<file path="src/rtl/alu_pkg.sv">
// alu_pkg: shared widths, op codes and FSM encoding for the ALU result arbiter
package alu_pkg;
  localparam int DATA_SIZE = 16;
  localparam int ID_SIZE = 8;
  localparam int OPERATION_SIZE = 2;
  localparam logic [OPERATION_SIZE-1:0] OP_ADD = 2'b01;
  localparam logic [OPERATION_SIZE-1:0] OP_MUL = 2'b10;
  typedef enum logic {IDLE = 1'b0, WRITE = 1'b1} state_t;
endpackage

</file>
<file path="src/rtl/alu_res_slot.sv">
// alu_res_slot: one-entry holding slot for a single ALU source result
module alu_res_slot #(
  parameter int DATA_SIZE = alu_pkg::DATA_SIZE,
  parameter int ID_SIZE = alu_pkg::ID_SIZE
) (
  input  logic                 clk,
  input  logic                 rst_n,
  input  logic                 valid,
  input  logic [DATA_SIZE-1:0] result,
  input  logic [ID_SIZE-1:0]   id,
  input  logic                 clr,
  output logic                 ready,
  output logic                 full,
  output logic [DATA_SIZE-1:0] res_q,
  output logic [ID_SIZE-1:0]   id_q
);
  logic cap, full_d;
  logic [DATA_SIZE+ID_SIZE-1:0] data_q;
  assign cap = valid & ready;
  assign full_d = cap | (full & !clr);
  assign {res_q, id_q} = data_q;
  d_ff_async_en #(.W(1)) u_full (
    .clk(clk), .rst_n(rst_n), .en(1'b1), .d(full_d), .q(full)
  );
  // ready mirrors the next full state so it is already registered when the slot empties
  d_ff_async_en #(.W(1), .RST_VAL(1'b1)) u_ready (
    .clk(clk), .rst_n(rst_n), .en(1'b1), .d(!full_d), .q(ready)
  );
  d_ff_async_en #(.W(DATA_SIZE+ID_SIZE)) u_data (
    .clk(clk), .rst_n(rst_n), .en(cap), .d({result, id}), .q(data_q)
  );
endmodule

</file>
<file path="src/rtl/d_ff_async_en.sv">
// d_ff_async_en: enabled register with asynchronous active-low reset
module d_ff_async_en #(
  parameter int W = 1,
  parameter logic [W-1:0] RST_VAL = '0
) (
  input  logic         clk,
  input  logic         rst_n,
  input  logic         en,
  input  logic [W-1:0] d,
  output logic [W-1:0] q
);
  always_ff @(posedge clk or negedge rst_n)
    if (!rst_n) q <= RST_VAL;
    else if (en) q <= d;
endmodule

</file>
<file path="src/rtl/alu_result_arbiter.sv">
// alu_result_arbiter: merges adder and multiplier results into FIFO_OUT.
// Define ALU_ARB_RR_EN for round-robin arbitration; default is ADD-over-MUL priority.
module alu_result_arbiter #(
  parameter int DATA_SIZE = alu_pkg::DATA_SIZE,
  parameter int ID_SIZE = alu_pkg::ID_SIZE,
  parameter int OPERATION_SIZE = alu_pkg::OPERATION_SIZE,
  parameter int FIFO_OUT_WIDTH = DATA_SIZE + ID_SIZE + OPERATION_SIZE
) (
  input  logic                      clk,
  input  logic                      rst_n,
  input  logic                      a_res_valid,
  input  logic [DATA_SIZE-1:0]      a_result,
  input  logic [ID_SIZE-1:0]        a_id,
  output logic                      a_res_ready,
  input  logic                      m_res_valid,
  input  logic [DATA_SIZE-1:0]      m_result,
  input  logic [ID_SIZE-1:0]        m_id,
  output logic                      m_res_ready,
  input  logic                      full_out,
  output logic                      w_en_out,
  output logic [FIFO_OUT_WIDTH-1:0] fifo_out_data,
  output logic                      op_done,
  output logic [7:0]                wr_cnt
);
  import alu_pkg::*;
  logic a_full, m_full, a_clr, m_clr, start, pick_mul, grant_mul, st_q;
  logic [DATA_SIZE-1:0] a_res_q, m_res_q;
  logic [ID_SIZE-1:0] a_id_q, m_id_q;
  logic [FIFO_OUT_WIDTH-1:0] word_d;
  state_t state, state_d;
  alu_res_slot #(.DATA_SIZE(DATA_SIZE), .ID_SIZE(ID_SIZE)) u_a_slot (
    .clk(clk), .rst_n(rst_n), .valid(a_res_valid), .result(a_result), .id(a_id),
    .clr(a_clr), .ready(a_res_ready), .full(a_full), .res_q(a_res_q), .id_q(a_id_q)
  );
  alu_res_slot #(.DATA_SIZE(DATA_SIZE), .ID_SIZE(ID_SIZE)) u_m_slot (
    .clk(clk), .rst_n(rst_n), .valid(m_res_valid), .result(m_result), .id(m_id),
    .clr(m_clr), .ready(m_res_ready), .full(m_full), .res_q(m_res_q), .id_q(m_id_q)
  );
`ifdef ALU_ARB_RR_EN
  logic last_mul;
  d_ff_async_en #(.W(1), .RST_VAL(1'b1)) u_last (
    .clk(clk), .rst_n(rst_n), .en(w_en_out), .d(grant_mul), .q(last_mul)
  );
  assign pick_mul = m_full & (!a_full | !last_mul);
`else
  assign pick_mul = !a_full;
`endif
  // slot flags are registered, so a slot capturing on this edge cannot join this grant
  assign state = state_t'(st_q);
  assign start = (state == IDLE) & (a_full | m_full);
  assign w_en_out = (state == WRITE) & !full_out;
  assign state_d = start ? WRITE : (w_en_out ? IDLE : state);
  assign word_d = pick_mul ? {m_res_q, m_id_q, OPERATION_SIZE'(OP_MUL)}
                           : {a_res_q, a_id_q, OPERATION_SIZE'(OP_ADD)};
  assign a_clr = w_en_out & !grant_mul;
  assign m_clr = w_en_out & grant_mul;
  d_ff_async_en #(.W(1)) u_state (
    .clk(clk), .rst_n(rst_n), .en(1'b1), .d(state_d), .q(st_q)
  );
  d_ff_async_en #(.W(1)) u_grant (
    .clk(clk), .rst_n(rst_n), .en(start), .d(pick_mul), .q(grant_mul)
  );
  d_ff_async_en #(.W(FIFO_OUT_WIDTH)) u_word (
    .clk(clk), .rst_n(rst_n), .en(start), .d(word_d), .q(fifo_out_data)
  );
  d_ff_async_en #(.W(1)) u_done (
    .clk(clk), .rst_n(rst_n), .en(1'b1), .d(w_en_out), .q(op_done)
  );
  d_ff_async_en #(.W(8)) u_cnt (
    .clk(clk), .rst_n(rst_n), .en(w_en_out), .d(wr_cnt + 8'd1), .q(wr_cnt)
  );
endmodule
</file>
<file path="config.mk">
export PLATFORM = sky130hd
export DESIGN_NAME = alu_result_arbiter
export DESIGN_NICKNAME = d
export VERILOG_FILES = /design/src/rtl/alu_pkg.sv /design/src/rtl/alu_res_slot.sv /design/src/rtl/d_ff_async_en.sv /design/src/rtl/alu_result_arbiter.sv
export SDC_FILE = /design/constraint.sdc
export NUM_CORES = 1
export LEC_CHECK = 0
export BUFFER_PORTS_ARGS = -buffer_cell sky130_fd_sc_hd__buf_2
export CORE_ASPECT_RATIO = 0.75
export CORE_MARGIN = 10
export CORE_UTILIZATION = 30
export DETAILED_ROUTE_END_ITERATION = 12
export GPL_ROUTABILITY_DRIVEN = 0
export PLACE_DENSITY = 0.56
export SKIP_CTS_REPAIR_TIMING = 1
export SYNTH_ARGS = -nofsm -noshare
export SYNTH_HDL_FRONTEND = slang
export SYNTH_SLANG_ARGS = --single-unit
</file>
<file path="constraint.sdc">
create_clock -name clk -period 1.6 [get_ports clk]
set_input_delay 0.32 -clock clk [delete_from_list [all_inputs] [get_ports clk]]
set_output_delay 0.32 -clock clk [all_outputs]
set_load 0.01 [all_outputs]
</file>
# Word level (Yosys, flattened, before mapping)
# Index checks and enable logic that the tools add are counted.
dict set report op_classes {
  n_addsub 1
  multipliers 0
  div_mod_pow 0
  n_lt_le_gt_ge 0
  n_eq_ne 0
  shifts 0
  mux 3
  bitwise_logic 12
  n_reduce_logical 8
}
# op n
set ops {}
lappend ops {{2-to-1 mux 26 bit} 1}
lappend ops {{adder 8 x 1 -> 8 bit, second input constant} 1}
lappend ops {{bitwise AND 1 bit} 8}
lappend ops {{zero test 1 bit} 7}
lappend ops {{bitwise OR 1 bit} 3}
lappend ops {{2-to-1 mux 1 bit} 2}
lappend ops {{nonzero test 2 bit} 1}
lappend ops {{NOT 1 bit} 1}
dict set report word_totals {
  regBits 89
  latch_bits 0
  ramBits 0
  mem_bits_ro 0
  inputBits 53
  out_inout_bits 38
  memories 0
}

# Depth between registers and ports, before layout
# Gate-level depths: netlist (run 1).
dict set report logic_depth {
  ltp_word 7
  mapped_depth 5
}

# Hierarchy
# Synthesis (run 1) repeated with hierarchy kept, for this count alone.
dict set report hier_totals {
  hier_cells 252
  area_unflattened_um2 4196.5
}
# mod n_inst cells_each area_per_inst_um2 seq_area_each_um2
set modules_own_cells {}
lappend modules_own_cells {{d_ff_async_en at u_a_slot.u_data ...} 2 51 997.2 600.6}
lappend modules_own_cells {{d_ff_async_en at u_word} 1 55 1069.8 650.6}
lappend modules_own_cells {alu_result_arbiter 1 52 462.9 0.0}
lappend modules_own_cells {{d_ff_async_en at u_cnt} 1 17 331.6 200.2}
lappend modules_own_cells {{d_ff_async_en at u_a_slot.u_full ...} 5 2 40.0 25.0}
lappend modules_own_cells {{d_ff_async_en at u_a_slot.u_ready ...} 2 2 41.3 26.3}
lappend modules_own_cells {alu_res_slot 2 6 27.5 0.0}

# Least setup slack after synthesis (run 1)
# No wires, ideal clock.
dict set report synth_path {
  path_kind {reg2reg}
  startpoint {register u_a_slot.u_ready.q}
  endpoint {register u_a_slot.u_data.q[15]}
  arrival_ns 1.106
  required_time_ns 1.475
  setup_slack_ns 0.370
  stages_incl_launch_ff 4
  n_path_buf 1
  path_cell_list {dfstp_2 nand2_2 buf_2 mux2_2}
}
dict set report synth_via {
  elab_chain_cells 1
}
# element line
set synth_rtl {}
lappend synth_rtl {{start, declared} d_ff_async_en.sv:10} ;# output logic [W-1:0] q
lappend synth_rtl {{start signal, assigned} d_ff_async_en.sv:13} ;# if (!rst_n) q <= RST_VAL;
lappend synth_rtl {{start signal, assigned} d_ff_async_en.sv:14} ;# else if (en) q <= d;
lappend synth_rtl {{bitwise AND 1 bit} alu_res_slot.sv:19} ;# assign cap = valid & ready;
lappend synth_rtl {{end signal, assigned} d_ff_async_en.sv:13}
lappend synth_rtl {{end signal, assigned} d_ff_async_en.sv:14}
lappend synth_rtl {{end, declared} d_ff_async_en.sv:10}
# No other way between the ends.
# A chain may end at the register's enable or synchronous reset.

# Worst setup path in the final report (run 1)
dict set report layout_path {
  startpoint {register u_state.q}
  endpoint {output w_en_out}
}
dict set report layout_via {
  elab_chain_cells 1
}
# element line
set layout_rtl {}
lappend layout_rtl {{start, declared} d_ff_async_en.sv:10}
lappend layout_rtl {{start signal, assigned} d_ff_async_en.sv:13}
lappend layout_rtl {{start signal, assigned} d_ff_async_en.sv:14}
lappend layout_rtl {{bitwise AND 1 bit} alu_result_arbiter.sv:51} ;# assign w_en_out = (state == WRITE) & !full_out;
lappend layout_rtl {{end, declared} alu_result_arbiter.sv:20} ;# output logic w_en_out,
# No other way between the ends.

==> results of run 1 <==
## cell families after synthesis
| group | share of synthesized area (%) |
|---|---|
| compound gates | 4.67 |
| xor+xnor | 1.73 |
| fa+ha+maj | 0.353 |
| mux | 22.7 |
| simple gates | 5.09 |
| buf+inv | 3.18 |
| flops | 62.3 |
## power by group through the flow
stage          combinational [mW]  clock [mW]  sequential [mW]
6_report                     3.17        1.89             3.96
5_1_grt                      3.57        2.07             4.11
4_1_cts                      3.27        1.98             3.98
3_5_place_dp                 3.28           0             4.02
3_3_place_gp                 3.21           0             3.98
2_1_floorplan                2.14           0             4.06
## cell type report
class / instances / area, um2
fillers: 1143 / 7100
flip-flops and latches: 88 / 2210
multi-input cells: 152 / 1220
repair buffers: 102 / 571
clock buffers: 13 / 250
well taps: 162 / 203
clock inverters: 3 / 17.5
inverters: 1 / 3.75
## registers in the layout, indices dropped and copies added, names as in the netlist
name and flops:
u_a_slot.u_ready.q 1, u_m_slot.u_full.q 1, u_word.q 26, u_cnt.q 8, u_a_slot.u_full.q 1, u_state.q 1, u_a_slot.u_data.q 24, u_m_slot.u_data.q 24
u_m_slot.u_ready.q 1, u_done.q 1
## routing by layer
| metal | vias to the layer above | GRT usage (%) | wire, um | share of wire (%) |
|---|---|---|---|---|
| li1 | 1088 | - | - | - |
| met1 | 1072 | 12.1 | 3620 | 46 |
| met2 | 55 | 14.9 | 3560 | 45 |
| met3 | 10 | 4.54 | 546 | 7.0 |
| met4 | 0 | 3.23 | 96 | 1.2 |
| met5 | - | 0 | 0 | 0 |
## synthesized netlist by cell type (all sizes together) (2+ instances only)
library cell / number / share of area [%]
dfrtp: 86 / 61
mux2: 50 / 16
nand2: 34 / 3.7
o21ai: 26 / 3.7
mux2i: 24 / 6.8
buf: 11 / 2.8
xnor2: 7 / 1.7
nand4: 3 / 0.53
clkbuf: 2 / 0.28
dfstp: 2 / 1.5
## critical path, stage by stage (launching register included)
cell	delay, ns
dfrtp_1	0.40
nand2b_1	0.14
inv_2	0.15
buf_2	0.16
## worst max path at each step
stage / start / to / slack [ns] / depth (start not counted)
2_1_floorplan: u_a_slot.u_ready.q$_DFF_PN1_ / u_a_slot.u_data.q[15]$_DFFE_PN0P_ / 0.37 / 3
3_3_place_gp: full_out / w_en_out / 0.32 / 4
3_5_place_dp: full_out / w_en_out / 0.28 / 4
4_1_cts: u_state.q$_DFFE_PN0P_ / w_en_out / 0.006 / 3
5_1_grt: u_state.q$_DFFE_PN0P_ / w_en_out / 0.02 / 3
6_report: u_state.q$_DFFE_PN0P_ / w_en_out / 0.11 / 3
## per-stage QoR
stage	worst slack, ns	hold slack, ns	total power [mW]	area (um2)	util [%]
final	0.113	0.212	9.02	4470	38.7
after global routing	0.0246	0.196	9.75	4470	38.7
after CTS	0.00560	-0.0376	9.24	4460	38.6
after detailed placement	0.276	0.325	7.29	4200	36.3
after global placement	0.322	0.326	7.18	4200	36.3
after floorplan	0.370	0.0244	6.20	3540	-
==> impl_metrics.py, run 1 <==
metrics = {
    "status": {
        "outcome": "finished, final reports clean",
    },
    "cells_and_area": {
        "layout-drive-gt1-share_pct": 47.6,
        "nets": 408,
        "final_common_cell": "buf_2",
        "finalNonFillerCells": 521,
        "mostFrequentLayoutCells": "buf_2, dfrtp_1, mux2_2",
        "syn2layout_area_growth_pct": 26.4,
        "n_antenna_cell": 0,
    },
    "clocking": {
        "cts_buffers": 9,
        "cts_sinks": 88,
        "cts_tree": "built",
        "worstSkewPairLatency_ns": 0.33,
        "path_clk_slew_ns": 0.06,
        "cts_buffer_depth": 2,
        "cts.htree.levels": 3,
        "cts_root_buffer": "clkbuf_16",
    },
    "hold_path": {
        "hp-start": "full_out",
        "holdPathStages": 3,
        "min_path_type": "in -> reg",
        "min_to": "u_state.q$_DFFE_PN0P_",
    },
    "sta": {
        "finalCriticalPeriod_ns": 1.49,
        "fin_skew_ns": 0.00436,
        "worstMarginPinSlew_ns": 0.280,
        "hold_viol": 0,
        "slew_viol_final": 0,
        "min_period_over_period_pct": 92.9,
        "slew_headroom_pct": 81.4,
        "setup_tns_ns": 0,
        "setup_viol_count_final": 0,
        "rsz0062_at_grt": "false",
        "fmax_mhz": 673,
    },
    "die": {
        "rows": 34,
        "fp.dieW_um": 145,
        "ios": 91,
        "start_util_pct": 30.6,
        "die_area_um2": 16600,
        "die_h_um": 114,
        "core-area_um2": 11600,
    },
    "synth": {
        "ys.flop_type": "dfrtp_1",
        "synth_cell_types": 23,
        "yosys_warnings": 0,
        "ys_async_sr_fraction_pct": 100,
        "syn_avg_cell_area_um2": 13.9,
        "syn-num-nets": 308,
        "synth_seq_cells": 88,
        "synth_area_um2": 3540,
        "yosysSeqAreaShare_pct": 62.3,
        "synth_edf_count": 0,
        "syn_inst": 254,
    },
    "critical_path": {
        "cp.arrival_ns": 1.17,
        "worstSetupEndpointType": "primary output",
        "reg2reg_from": "u_m_slot.u_ready.q$_DFF_PN1_",
        "crit_type": "reg -> out",
        "rr_endpoint": "u_m_slot.u_data.q[13]$_DFFE_PN0P_",
        "crit_fanout": 7,
        "rr_worst_depth": 3,
        "r2r_slack_ns": 0.38,
        "startpoint_type": "flip-flop",
        "worst_ep_required_time_ns": 1.28,
    },
    "global_routing": {
        "grt_pass1_wl_um": 12900,
        "overflow": 0,
        "antenna_found_initial": 0,
        "grt_max_degree": 46,
        "grt_pass1_vias": 2378,
        "grt_usage_pct": 9.80,
    },
    "place": {
        "io_buffers": 90,
        "dp_cells": 504,
        "hpwl_um": 5850,
    },
    "pwr": {
        "combPwrFrac_pct": 35.1,
        "leakage_nw": 2.15,
        "internal-power_mw": 6.08,
        "p_switching_mw": 2.94,
        "sequentialPowerShare_pct": 43.9,
        "switching_share_pct": 32.6,
        "vdd_ir_drop_max_uv": 700,
        "power_density_nw_per_um2": 2020,
        "clkPwrFrac_pct": 20.9,
    },
    "detailed_routing": {
        "ant_nets": 0,
        "viasPerCell": 4.27,
        "first_pass_iters": 4,
        "drc": 0,
        "vias": 2225,
        "wl_per_cell_um": 15.0,
        "drtIter0Drc": 52,
        "wl_um": 7830,
    },
    "job": {
        "drv_cap": 0,
    },
}
Note: power is estimated with default switching activity, not from simulation.
==> inputs of run 2 (changes only) <==
--- a/config.mk
+++ b/config.mk
@@ -12,6 +12,7 @@
 export DETAILED_ROUTE_END_ITERATION = 12
 export GPL_ROUTABILITY_DRIVEN = 0
 export PLACE_DENSITY = 0.56
+export REMOVE_ABC_BUFFERS = 1
 export SKIP_CTS_REPAIR_TIMING = 1
 export SYNTH_ARGS = -nofsm -noshare
 export SYNTH_HDL_FRONTEND = slang
==> constraint.sdc (replaced) <==
create_clock -name clk -period 1.6 [get_ports clk]
set_input_delay 0.16 -clock clk [delete_from_list [all_inputs] [get_ports clk]]
set_output_delay 0.16 -clock clk [all_outputs]
set_load 0.01 [all_outputs]
==> impl_metrics.py, run 2 (same netlist as run 1, synthesis figures left out) <==
metrics = {
    "sta": {
        "setup_tns_ns": 0,
        "hold_viol": 0,
        "slew_viol_final": 0,
        "worstMarginPinSlew_ns": 0.438,
        "fmax_mhz": 720,
        "slew_headroom_pct": 70.8,
        "final.setup.worst_slack_ns": 0.212,
        "min_period_over_period_pct": 86.7,
        "fin_skew_ns": 0.00475,
        "finalCriticalPeriod_ns": 1.39,
        "rsz0062_at_grt": "false",
        "setup_viol_count_final": 0,
    },
    "detailed_routing": {
        "drtIter0Drc": 78,
        "viasPerCell": 4.30,
        "wl_per_cell_um": 15.4,
        "drc": 0,
        "vias": 2241,
        "first_pass_iters": 4,
        "ant_nets": 0,
        "wl_um": 8030,
    },
    "global_routing": {
        "overflow": 0,
        "grt_pass1_wl_um": 13100,
        "grt_usage_pct": 9.91,
        "antenna_found_initial": 0,
        "grt_pass1_vias": 2436,
        "grt_max_degree": 45,
    },
    "die": {
        "rows": 34,
        "start_util_pct": 30.6,
        "ios": 91,
        "die_h_um": 114,
        "core-area_um2": 11600,
        "fp.dieW_um": 145,
        "die_area_um2": 16600,
    },
    "cells_and_area": {
        "mostFrequentLayoutCells": "buf_2, dfrtp_1, mux2_2",
        "finalNonFillerCells": 521,
        "layout-drive-gt1-share_pct": 48.0,
        "nets": 407,
        "syn2layout_area_growth_pct": 28.1,
        "top_regs": "u_word.q (26), u_a_slot.u_data.q (24), u_m_slot.u_data.q (24)",
        "final_common_cell": "buf_2",
        "final_util_pct": 39.2,
        "regMostFlops": "u_word.q",
        "largest_reg_flops": 26,
        "nFillCells": 1174,
    },
    "critical_path": {
        "startpoint_type": "flip-flop",
        "crit_fanout": 7,
        "crit_path_cell_trace": "nand2b_1 -> inv_1 -> buf_2",
        "worstSetupEndpointType": "primary output",
        "worst_ep_required_time_ns": 1.44,
        "cp_num_buf_inv": 2,
        "crit_type": "reg -> out",
        "max_stage_delay_ns": 0.39,
        "slowest_stage": "dfrtp_1",
        "cp.arrival_ns": 1.23,
        "cp_top_family": "flip-flops",
        "r2r_slack_ns": 0.35,
    },
    "clocking": {
        "cts_tree": "built",
        "worstSkewPairLatency_ns": 0.33,
        "cts.htree.levels": 3,
        "cts_buffers": 9,
        "path_clk_slew_ns": 0.06,
        "cts_sinks": 88,
        "cts_buffer_depth": 2,
        "cts_root_buffer": "clkbuf_16",
    },
    "hold_path": {
        "min_path_type": "in -> reg",
    },
    "place": {
        "io_buffers": 90,
        "dp_cells": 503,
        "hpwl_um": 5830,
        "dpl_worst_slack_ns": 0.345,
    },
    "pwr": {
        "power_density_nw_per_um2": 2080,
        "vdd_ir_drop_max_uv": 920,
        "leakage_nw": 2.18,
        "finalPower_mw": 9.41,
    },
    "job": {
        "drv_cap": 0,
    },
    "status": {
        "outcome": "finished, final reports clean",
    },
}
run 2: worst paths after layout:
path | endpoint | from | cells after the start
setup / recovery | w_en_out | u_state.q$_DFFE_PN0P_ | 3
hold / removal | u_state.q$_DFFE_PN0P_ | full_out | 3
setup reg to reg | u_m_slot.u_data.q[14]$_DFFE_PN0P_ | u_m_slot.u_ready.q$_DFF_PN1_ | 3
hold reg to reg | u_word.q[2]$_DFFE_PN0P_ | u_word.q[2]$_DFFE_PN0P_ | 2
max in group asynchronous | u_a_slot.u_data.q[16]$_DFFE_PN0P_ | rst_n | 3
min in group asynchronous | u_word.q[7]$_DFFE_PN0P_ | rst_n | 2
run 2: layout make-up:
class / instances / area [um2] / area share, %
flip-flops and latches: 88 / 2210 / 48.7
multi-input cells: 152 / 1220 / 27.0
repair buffers: 101 / 576 / 12.7
clock buffers: 9 / 225 / 4.97
well taps: 162 / 203 / 4.47
clock inverters: 7 / 95.1 / 2.10
inverters: 1 / 3.75 / 0.0828
diodes: 1 / 2.50 / 0.0552
run 2: worst reg2reg max path, stage by stage, from the launching register on:
cell and delay, ns:
dfstp_2 0.56, nand2_2 0.11, buf_12 0.19, mux2_2 0.28
run 2: per-layer routing:
layer | wire [um] | up-vias | global-route usage (%)
li1 | - | 1081 | -
met1 | 3960 | 1095 | 13.0
met2 | 3540 | 55 | 14.9
met3 | 444 | 10 | 3.71
met4 | 90 | 0 | 3.02
met5 | 0 | - | 0
run 2: stage by stage:
stage	hold slack, ns	area (um2)
after floorplan	-0.136	3430
after detailed placement	0.136	4200
after global routing	0.0374	4530
after CTS	-0.232	4520
after global placement	0.130	4200
final	0.0515	4530
run 2: power by group:
| part | switching (mW) | total, mW | internal, mW |
|---|---|---|---|
| registers | 0.609 | 3.97 | 3.36 |
| clock network | 0.862 | 2.23 | 1.37 |
| logic | 1.55 | 3.21 | 1.66 |
| total | 3.02 | 9.41 | 6.39 |
==> inputs of run 3 (changes only) <==
--- a/config.mk
+++ b/config.mk
@@ -12,6 +12,7 @@
 export DETAILED_ROUTE_END_ITERATION = 12
 export GPL_ROUTABILITY_DRIVEN = 0
 export PLACE_DENSITY = 0.56
+export RECOVER_POWER = 50
 export REMOVE_ABC_BUFFERS = 1
 export SKIP_CTS_REPAIR_TIMING = 1
 export SYNTH_ARGS = -nofsm -noshare
==> impl_metrics.py, run 3 (same netlist as run 1, synthesis figures left out) <==
metrics = {
    "status": {
        "outcome": "finished, final reports clean",
    },
    "pwr": {
        "vdd_ir_drop_max_uv": 903,
        "power_density_nw_per_um2": 2080,
        "leakage_nw": 2.13,
    },
    "sta": {
        "fin_skew_ns": 0.00496,
        "worstMarginPinSlew_ns": 0.820,
        "slew_viol_final": 0,
        "rsz0062_at_grt": "false",
        "setup_viol_count_final": 0,
        "timing.hold.ws_ns": 0.0514,
        "fmax_mhz": 721,
        "slew_headroom_pct": 45.3,
        "hold_viol": 0,
        "min_period_over_period_pct": 86.7,
        "finalCriticalPeriod_ns": 1.39,
    },
    "clocking": {
        "cts_buffers": 9,
        "path_clk_slew_ns": 0.06,
        "cts.htree.levels": 3,
        "cts_tree": "built",
        "worstSkewPairLatency_ns": 0.33,
        "cts_buffer_depth": 2,
        "cts_sinks": 88,
        "cts_root_buffer": "clkbuf_16",
    },
    "global_routing": {
        "grt_pass1_wl_um": 13100,
        "antenna_found_initial": 0,
        "grt_max_degree": 45,
        "overflow": 0,
        "grt_usage_pct": 9.91,
        "grt_pass1_vias": 2436,
    },
    "critical_path": {
        "r2r_slack_ns": 0.35,
        "rr_worst_depth": 3,
        "startpoint_type": "flip-flop",
        "crit_fanout": 7,
        "rr_endpoint": "u_m_slot.u_data.q[14]$_DFFE_PN0P_",
        "max_stage_delay_ns": 0.39,
        "crit_path_cell_trace": "nand2b_1 -> inv_1 -> buf_2",
        "worst_ep_required_time_ns": 1.44,
        "cp.arrival_ns": 1.23,
        "crit_type": "reg -> out",
        "worstSetupEndpointType": "primary output",
        "reg2reg_from": "u_m_slot.u_ready.q$_DFF_PN1_",
        "slowest_stage": "dfrtp_1",
    },
    "die": {
        "die_area_um2": 16600,
        "rows": 34,
        "start_util_pct": 30.6,
        "ios": 91,
        "core-area_um2": 11600,
        "die_h_um": 114,
        "fp.dieW_um": 145,
    },
    "cells_and_area": {
        "layout-drive-gt1-share_pct": 43.6,
        "largest_reg_flops": 26,
        "n_antenna_cell": 0,
        "regMostFlops": "u_word.q",
        "nets": 407,
        "mostFrequentLayoutCells": "dfrtp_1, buf_2, mux2_2",
        "final_common_cell": "dfrtp_1",
        "finalNonFillerCells": 520,
        "top_regs": "u_word.q (26), u_a_slot.u_data.q (24), u_m_slot.u_data.q (24)",
        "syn2layout_area_growth_pct": 27.0,
    },
    "place": {
        "hpwl_um": 5830,
        "dp_cells": 503,
        "io_buffers": 90,
    },
    "detailed_routing": {
        "first_pass_iters": 3,
        "viasPerCell": 4.32,
        "drtIter0Drc": 77,
        "wl_um": 8020,
        "drc": 0,
        "ant_nets": 0,
        "vias": 2244,
        "wl_per_cell_um": 15.4,
    },
    "hold_path": {
        "min_path_type": "in -> reg",
        "holdPathStages": 3,
        "hp-start": "full_out",
        "min_to": "u_state.q$_DFFE_PN0P_",
    },
    "job": {
        "drv_cap": 0,
    },
}
## run 3: cell types whose count changed in the layout (fill, tap and decap cells not counted)
cell      previous run  this run
buf_2               89        74
diode_2              1         0
clkbuf_2             0         2
buf_12               3         2
buf_4                8         5
buf_6                0         1
clkbuf_1             0        16
## run 3: power breakdown
group / leakage [nW] / internal, mW / total, mW / switching [mW]
registers: 1.05 / 3.36 / 3.97 / 0.615
logic: 0.920 / 1.61 / 3.16 / 1.55
clock network: 0.156 / 1.37 / 2.23 / 0.860
total: 2.13 / 6.33 / 9.36 / 3.03
## run 3: final cells by class
cell class / instances / area, um2
flip-flops and latches: 88 / 2210
fillers: 1186 / 7080
repair buffers: 101 / 539
well taps: 162 / 203
clock buffers: 9 / 225
multi-input cells: 152 / 1220
inverters: 1 / 3.75
clock inverters: 7 / 95.1
## run 3: through the flow
stage | setup slack, ns | utilization (%) | instance area (um2) | TNS [ns] | power [mW]
after floorplan | -0.492 | - | 3430 | -8.11 | 5.98
after global placement | 0.392 | 36.3 | 4200 | 0 | 7.22
after detailed placement | 0.345 | 36.3 | 4200 | 0 | 7.32
after CTS | 0.175 | 39.1 | 4520 | 0 | 9.60
after global routing | 0.0617 | 38.8 | 4490 | 0 | 10.1
final | 0.213 | 38.8 | 4490 | 0 | 9.36
## run 3: worst max path at each step
stage	startpoint	end	slack [ns]
after global routing	rst_n	u_m_slot.u_data.q[5]$_DFFE_PN0P_	0.06
after detailed placement	u_m_slot.u_ready.q$_DFF_PN1_	u_m_slot.u_data.q[14]$_DFFE_PN0P_	0.34
after floorplan	u_a_slot.u_full.q$_DFF_PN0_	u_word.q[0]$_DFFE_PN0P_	-0.49
after CTS	u_state.q$_DFFE_PN0P_	w_en_out	0.17
final	u_state.q$_DFFE_PN0P_	w_en_out	0.21
after global placement	u_m_slot.u_ready.q$_DFF_PN1_	u_m_slot.u_data.q[2]$_DFFE_PN0P_	0.39
## run 3: metal layers
| metal | vias up | track usage [%] | share of wire (%) |
|---|---|---|---|
| li1 | 1081 | - | - |
| met5 | - | 0 | 0 |
| met2 | 55 | 14.9 | 44 |
| met3 | 10 | 3.71 | 5.0 |
| met4 | 0 | 3.02 | 1.1 |
| met1 | 1098 | 13.0 | 50 |
## run 3: worst max-delay path: cells and delay by family, from the launching register on
| kind | cells | cell delay (ns) |
|---|---|---|
| buffers and inverters | 2 | 0.39 |
| DFF | 1 | 0.39 |
| and+or+nand+nor | 1 | 0.11 |
